--- config.mk ---
export PLATFORM = sky130hd
export DESIGN_NAME = tx_disparity_encoder_flat
export DESIGN_NICKNAME = d
export VERILOG_FILES = /design/src/rtl/tx_disparity_encoder_if.sv /design/src/rtl/tx_disparity_encoder.sv /design/src/flat_wrapper.sv
export SDC_FILE = /design/constraint.sdc
export NUM_CORES = 1
export LEC_CHECK = 0
export ABC_AREA = 1
export BUFFER_PORTS_ARGS = -buffer_cell sky130_fd_sc_hd__buf_2
export CORE_MARGIN = 8
export CORE_UTILIZATION = 33
export CTS_CLUSTER_DIAMETER = 40
export DETAILED_ROUTE_END_ITERATION = 16
export PLACE_DENSITY_LB_ADDON = 0.2
export RECOVER_POWER = 100
export SETUP_SLACK_MARGIN = 0.2
export SYNTH_ARGS = -nofsm -noshare
export SYNTH_HDL_FRONTEND = slang
export SYNTH_SLANG_ARGS = --single-unit
--- constraint.sdc ---
create_clock -name USER_CLK -period 7.7 [get_ports USER_CLK]
set_input_delay 1.54 -clock USER_CLK [delete_from_list [all_inputs] [get_ports USER_CLK]]
set_output_delay 1.54 -clock USER_CLK [all_outputs]
set_load 0.02 [all_outputs]
--- src/rtl/tx_disparity_encoder_if.sv ---
// Interface for the tx disparity encoder.
// It carries the word stream from the tx interface stage to the encoder, and
// the encoded 67-bit word stream from the encoder to the gearbox.
// The master modport drives the words in. The slave modport is the encoder itself.
interface tx_disparity_encoder_if;
  logic        [63:0] DATA_IN;
  logic        [1:0]  HEADER_IN;
  logic               DATA_IN_VALID;
  logic        [66:0] DATA_OUT;
  logic               DATA_OUT_VALID;
  logic               HEADER_ERR;
  logic signed [8:0]  RUNNING_DISP;

  modport master (
    output DATA_IN,
    output HEADER_IN,
    output DATA_IN_VALID,
    input  DATA_OUT,
    input  DATA_OUT_VALID,
    input  HEADER_ERR,
    input  RUNNING_DISP
  );

  modport slave (
    input  DATA_IN,
    input  HEADER_IN,
    input  DATA_IN_VALID,
    output DATA_OUT,
    output DATA_OUT_VALID,
    output HEADER_ERR,
    output RUNNING_DISP
  );
endinterface

--- src/rtl/tx_disparity_encoder.sv ---
// 64b/67b disparity encoder. It is a two-stage pipeline.
// Stage 1 registers the word and its disparity D_w = 2*popcount({H,D}) - 66.
// Stage 2 decides whether to invert the payload. It then emits {inv,H,D'} and
// updates the signed running disparity (RD).
// A word is inverted only when its disparity pushes RD further in the same direction.
// Illegal headers (00/11) are never inverted. They are flagged on HEADER_ERR.
module tx_disparity_encoder #(
  parameter bit INVERT_EN = 1'b1
) (
  input logic              USER_CLK,
  input logic              SYSTEM_RESET,
  tx_disparity_encoder_if.slave bus
);

  logic        [65:0] word_in;
  logic        [6:0]  pop_in;
  logic signed [8:0]  dw_in;

  logic               s1_valid;
  logic        [1:0]  s1_header;
  logic        [63:0] s1_data;
  logic signed [8:0]  s1_dw;

  logic               header_legal;
  logic               same_sign;
  logic               do_invert;
  logic        [66:0] word_out;
  logic signed [8:0]  rd_next;

  logic        [66:0] data_out_q;
  logic               valid_out_q;
  logic               header_err_q;
  logic signed [8:0]  rd;

  assign word_in = {bus.HEADER_IN, bus.DATA_IN};

  // Count the ones in the header plus payload and turn the count into a signed disparity.
  always_comb begin
    pop_in = '0;
    for (int i = 0; i < 66; i++) begin
      pop_in = pop_in + {6'd0, word_in[i]};
    end
    dw_in = $signed({1'b0, pop_in, 1'b0}) - 9'sd66;
  end

  // Stage 1 register: capture the word and its disparity. Reset drops any word in flight.
  always_ff @(posedge USER_CLK) begin
    if (SYSTEM_RESET) begin
      s1_valid  <= 1'b0;
      s1_header <= '0;
      s1_data   <= '0;
      s1_dw     <= '0;
    end else begin
      s1_valid  <= bus.DATA_IN_VALID;
      s1_header <= bus.HEADER_IN;
      s1_data   <= bus.DATA_IN;
      s1_dw     <= dw_in;
    end
  end

  // Stage 2 decision: invert only a legal word whose nonzero disparity has the same sign as a nonzero RD.
  always_comb begin
    header_legal = (s1_header == 2'b01) || (s1_header == 2'b10);
    same_sign    = (rd != 9'sd0) && (s1_dw != 9'sd0) && (rd[8] == s1_dw[8]);
    do_invert    = INVERT_EN && header_legal && same_sign;
    if (do_invert) begin
      word_out = {1'b1, s1_header, ~s1_data};
      rd_next  = rd - s1_dw + 9'sd1;
    end else begin
      word_out = {1'b0, s1_header, s1_data};
      rd_next  = rd + s1_dw - 9'sd1;
    end
  end

  // Stage 2 register: emit the encoded word and advance RD. Outputs are forced to zero on idle cycles.
  always_ff @(posedge USER_CLK) begin
    if (SYSTEM_RESET) begin
      data_out_q   <= '0;
      valid_out_q  <= 1'b0;
      header_err_q <= 1'b0;
      rd           <= '0;
    end else if (s1_valid) begin
      data_out_q   <= word_out;
      valid_out_q  <= 1'b1;
      header_err_q <= ~header_legal;
      rd           <= rd_next;
    end else begin
      data_out_q   <= '0;
      valid_out_q  <= 1'b0;
      header_err_q <= 1'b0;
    end
  end

  assign bus.DATA_OUT       = data_out_q;
  assign bus.DATA_OUT_VALID = valid_out_q;
  assign bus.HEADER_ERR     = header_err_q;
  assign bus.RUNNING_DISP   = rd;

  // The inversion rule keeps RD within +/-68 for legal traffic, so any excursion beyond that is a design error.
  rd_bound_a: assert property (@(posedge USER_CLK) disable iff (SYSTEM_RESET)
    (rd >= -9'sd68) && (rd <= 9'sd68));

endmodule

--- src/flat_wrapper.sv ---
// flat-port wrapper written by rule: the top's interface ports become plain ports
module tx_disparity_encoder_flat 
#(
  parameter bit INVERT_EN = 1'b1
)
  (USER_CLK, SYSTEM_RESET, bus_DATA_IN, bus_HEADER_IN, bus_DATA_IN_VALID, bus_DATA_OUT, bus_DATA_OUT_VALID, bus_HEADER_ERR, bus_RUNNING_DISP);
  tx_disparity_encoder_if bus_i ();
  input logic USER_CLK;
  input logic SYSTEM_RESET;
  input wire logic [$bits(bus_i.DATA_IN)-1:0] bus_DATA_IN;
  input wire logic [$bits(bus_i.HEADER_IN)-1:0] bus_HEADER_IN;
  input wire logic [$bits(bus_i.DATA_IN_VALID)-1:0] bus_DATA_IN_VALID;
  output wire logic [$bits(bus_i.DATA_OUT)-1:0] bus_DATA_OUT;
  output wire logic [$bits(bus_i.DATA_OUT_VALID)-1:0] bus_DATA_OUT_VALID;
  output wire logic [$bits(bus_i.HEADER_ERR)-1:0] bus_HEADER_ERR;
  output wire logic [$bits(bus_i.RUNNING_DISP)-1:0] bus_RUNNING_DISP;
  assign bus_i.DATA_IN = bus_DATA_IN;
  assign bus_i.HEADER_IN = bus_HEADER_IN;
  assign bus_i.DATA_IN_VALID = bus_DATA_IN_VALID;
  assign bus_DATA_OUT = bus_i.DATA_OUT;
  assign bus_DATA_OUT_VALID = bus_i.DATA_OUT_VALID;
  assign bus_HEADER_ERR = bus_i.HEADER_ERR;
  assign bus_RUNNING_DISP = bus_i.RUNNING_DISP;
  tx_disparity_encoder #(.INVERT_EN(INVERT_EN)) u_core (.USER_CLK(USER_CLK), .SYSTEM_RESET(SYSTEM_RESET), .bus(bus_i));
endmodule
# == Word level (Yosys, flattened, before mapping) ==
# Index checks and enable logic that the tools add are counted.
# op_classes
addsub,70
eq_ne,3
muxes,3
n_bitwise,3
reduce_logical,7
# op_table
op,count
$add A7 B1 Y7,64
$mux W67,1
$not A64 Y64,1
$reduce_bool A9 Y1,2
$add A9 B2 Y9 const B,1
$add A9 B9 Y9,1
$mux W9,1
$sub A8 B7 Y9 const B,1
$sub A9 B2 Y9 const B,1
$sub A9 B9 Y9,1
$logic_and A1 B1 Y1,3
$add A1 B1 Y2,1
$eq A2 B1 Y1 const B,1
$eq A2 B2 Y1 const B,1
$not A1 Y1,2
$reduce_or A2 Y1,1
$eq A1 B1 Y1,1
$logic_or A1 B1 Y1,1
$mux W1,1
# totals
register_bits,154
inputBits,69
out_inout_bits,78
elab_cells,94

# == Longest topological paths before layout ==
# depth
word_depth,66
ltp_mapped,28
mapped_depth_nobuf,28

# == Worst setup path after synthesis ==
# No wires, ideal clock.
# synth_timing
path_kind,input -> register
start,input bus_DATA_IN[0]
end,register u_core.s1_dw[7]
arrival_time_ns,7.152
slack_ns,0.433
cell_stages,18
n_path_buf,0
cell_sequence,ha_1 > inv_1 > fa_1 > fa_1 > fa_1 > fa_1 > fa_1 > fa_1 > fa_1 > fa_1 > fa_1 > fa_1 > ha_1 > inv_1 > nor2_1 > nand3_1 > a21oi_1 > nor2_1
# synth_via
elab_chain_len,66
# synth_rtl
element,line_no,source
start: declaration,flat_wrapper.sv:10,input wire logic [$bits(bus_i.DATA_IN)-1:0] bus_DATA_IN;
$add A1 B1 Y2,tx_disparity_encoder.sv:41,"pop_in = pop_in + {6'd0, word_in[i]};"
$add A7 B1 Y7 (64 in a row),tx_disparity_encoder.sv:41,
$sub A8 B7 Y9,tx_disparity_encoder.sv:43,"dw_in = $signed({1'b0, pop_in, 1'b0}) - 9'sd66;"
end signal: assignment,tx_disparity_encoder.sv:57,s1_dw <= dw_in;
end: declaration,tx_disparity_encoder.sv:22,logic signed [8:0] s1_dw;
# Every way passes these cells.
# A chain may end at the register's enable or synchronous reset.

# == Worst setup path in the final report ==
# layout_timing
start,input bus_DATA_IN[0]
end,register u_core.s1_dw[5]
# Same word-level chain as after synthesis.

==> metrics.md <==
| Metric | Value |
|---|---|
| Clk_lat worst skew | 0.43 ns |
| Worst R2R Path Depth | 5 |
| Vias | 5659 |
| Clock tree buffer depth | 2 |
| Crit path DAT | 7.49 ns |
| Mapped Area | 0.00748 mm^2 |
| Vias in the first global route | 5722 |
| Worst hold path class | register to register |
| Worst Max-Slew Pin Slew | 2.31 ns |
| Inserted Diodes | 0 |
| Synth Warn # | 0 |
| Hold Vio Cnt, Final | 0 |
| Syn Inst Count | 882 |
| CTS Buf Count | 17 |
| Syn nets | 1053 |
| Routed WL per cell | 14.0 um |
| Area grow syn2layout | 19.9% |
| Setup bufs post-CTS | 0 |
| Num rows | 55 |
| Post-cts gate resize count | 0 |
| Failing checks | capacitance limit, slew limit |
| Synth Flop Type | dfxtp_1 |
| DP Area | 0.00846 mm^2 |
| Port bufs | 146 |
| R2r startpoint | u_core.s1_valid |
| Post-layout min period | 7.26 ns |
| Chip height | 167 um |
| Avg Cell Area, Syn | 8.48 um^2 |
| Reg clk slew, reported paths | 0.07 ns |
| Root buffer cell | clkbuf_16 |
| Worst-path fanout max | 2 |
| Sequential-to-total area share from yosys stat | 40.9% |
| Post-route DRC | 0 |
| Worst setup startpoint | bus_DATA_IN[0] |
| Setup_tns | 0 ns |
| Async S/R FF share, synth | 0% |
| Cell area after layout | 0.00897 mm^2 |
| Antenna Nets Post-Route | 0 |
| Max-slew violations | 118 |
| Die area | 0.0278 mm^2 |
| Io pins | 147 |
| Final worst-path cycle share | 94.3% |
| Post-synth EDFFs | 0 |
| CTS HTree Levels | 4 |
| Critical path data required time | 7.93 ns |
| TritonCTS clock tree | done |
| Filler cell count | 2343 |
| Register bit total from synthesis | 153 |
| Initial core utilization | 33.4% |
| Status | finished with violations |
| WHS | 0.415 ns |
| Final HPWL DP | 14200 um |
| Largest net degree at the start of global routing | 89 |
| Number of distinct library cells after synthesis | 26 |
| Final Setup Violations | 0 |
| Fraction of layout cells with a size suffix above 1 | 10.3% |
| Relative slew slack | -54.2% |
| Worst hold start | u_core.s1_data[37] |
| First-pass GRT wire length | 30700 um |
| Most common cell after layout, fill and taps aside | inv_1 |
| Final net count | 1192 |
| Via density | 4.29 |
| CTS sink count | 153 |
| WHS Path Cells | 1 |
| Initial antenna violation count | 0 |
| Overall Global Routing Usage | 13.9% |
| DR iter-0 viols | 303 |
| Routed WL | 18500 um |
| Total grt overflow | 0 |
| Fmax | 138 MHz |
| Setup CP Type | input port to register |
| CP startpoint kind | input port |
| CTS Hold Buffers Added | 0 |
| Die width | 167 um |
| RSZ-0062 raised after global routing | no |
| Maxcap violations | 3 |
| Critical path capture point type | register |
| DR pass1 iterations | 4 |
| Commonest cells after routing, fill and taps aside | inv_1 (198), dfxtp_1 (153), nor2_1 (96), nand2_1 (96), a21oi_1 (84) |
| Core area | 0.0224 mm^2 |
| Clk_skew | 0.00946 ns |
| RD Place Congestion | 0.780 |
-- stage by stage --
| step | cells | setup slack (ns) | utilization [%] |
|---|---|---|---|
| final | 1319 | 0.438 | 40.0 |
| after global routing | 1319 | 0.125 | 40.0 |
| after CTS | 1319 | 0.463 | 40.5 |
| after detailed placement | 1287 | 0.00934 | 37.7 |
| after global placement | 1287 | 0.0777 | 37.7 |
| after floorplan | 882 | 0.433 | - |
-- registers in the layout, summed over array words and instances, names as in the netlist --
register and cells:
u_core.bus.DATA_OUT 67, u_core.s1_data 64, u_core.bus.RUNNING_DISP 9, u_core.s1_dw 8, u_core.s1_header 2, u_core.bus.DATA_OUT_VALID 1
u_core.bus.HEADER_ERR 1, u_core.s1_valid 1
-- cells by family after synthesis --
group / count (synthesis) / share of synthesized area, %
fa+ha+maj: 102 / 22.9
xor+xnor: 7 / 0.819
buf+inv: 230 / 12.0
compound gates: 155 / 10.5
flops: 153 / 40.9
simple gates: 235 / 12.9
-- worst paths after layout --
kind	to	slack [ns]
worst max-delay path	u_core.s1_dw[5]	0.44
worst min-delay path	u_core.bus.DATA_OUT[37]	0.41
worst max register to register	u_core.bus.DATA_OUT[43]	3.66
worst min register to register	u_core.bus.DATA_OUT[37]	0.41
-- cells in the mapped netlist (2+ instances only) --
library cell    n  share of area, %
a21oi_1        84               5.6
a31oi_1         2              0.17
buf_2           9              0.60
buf_4           6              0.60
clkbuf_1       14              0.70
dfxtp_1       153                41
fa_1           58                16
ha_1           44               7.4
inv_1         198               9.9
nand2_1        96               4.8
nand3_1        29               1.9
nand3b_1        6              0.60
nand4_1         3              0.25
nor2_1         96               4.8
nor3_1          2              0.13
o21ai_0        66               4.4
or2_2           2              0.17
xnor2_1         6              0.70
-- area by class of cell --
class / instances / area (um^2) / share of cell area [%]
Multi-Input combinational cell: 499 / 3530 / 39.4
Timing Repair Buffer: 151 / 658 / 7.34
Tap cell: 285 / 357 / 3.97
Clock inverter: 14 / 175 / 1.95
Inverter: 199 / 747 / 8.33
Clock buffer: 18 / 439 / 4.90
Sequential cell: 153 / 3060 / 34.1
-- per-layer routing --
layer / wire length [um] / share of wire, % / global-route usage [%]
met3: 952 / 5.1 / 4.00
met4: 172 / 0.93 / 3.64
met5: 0 / 0 / 0
met1: 9130 / 49 / 18.8
met2: 8240 / 45 / 21.4
-- worst max-delay path, cell delays in order --
cell	delay, ns
clkbuf_1	0.10
ha_1	0.29
inv_1	0.05
fa_1	0.56
fa_1	0.47
fa_1	0.55
fa_1	0.44
fa_1	0.54
fa_1	0.44
fa_1	0.51
fa_1	0.44
fa_1	0.42
fa_2	0.56
ha_1	0.14
inv_1	0.05
nor2_1	0.14
inv_1	0.07
o21bai_1	0.14
a21oi_1	0.07
Power is not shown: default switching activity piles up to over one toggle a cycle in this logic, so the estimate is an artifact.
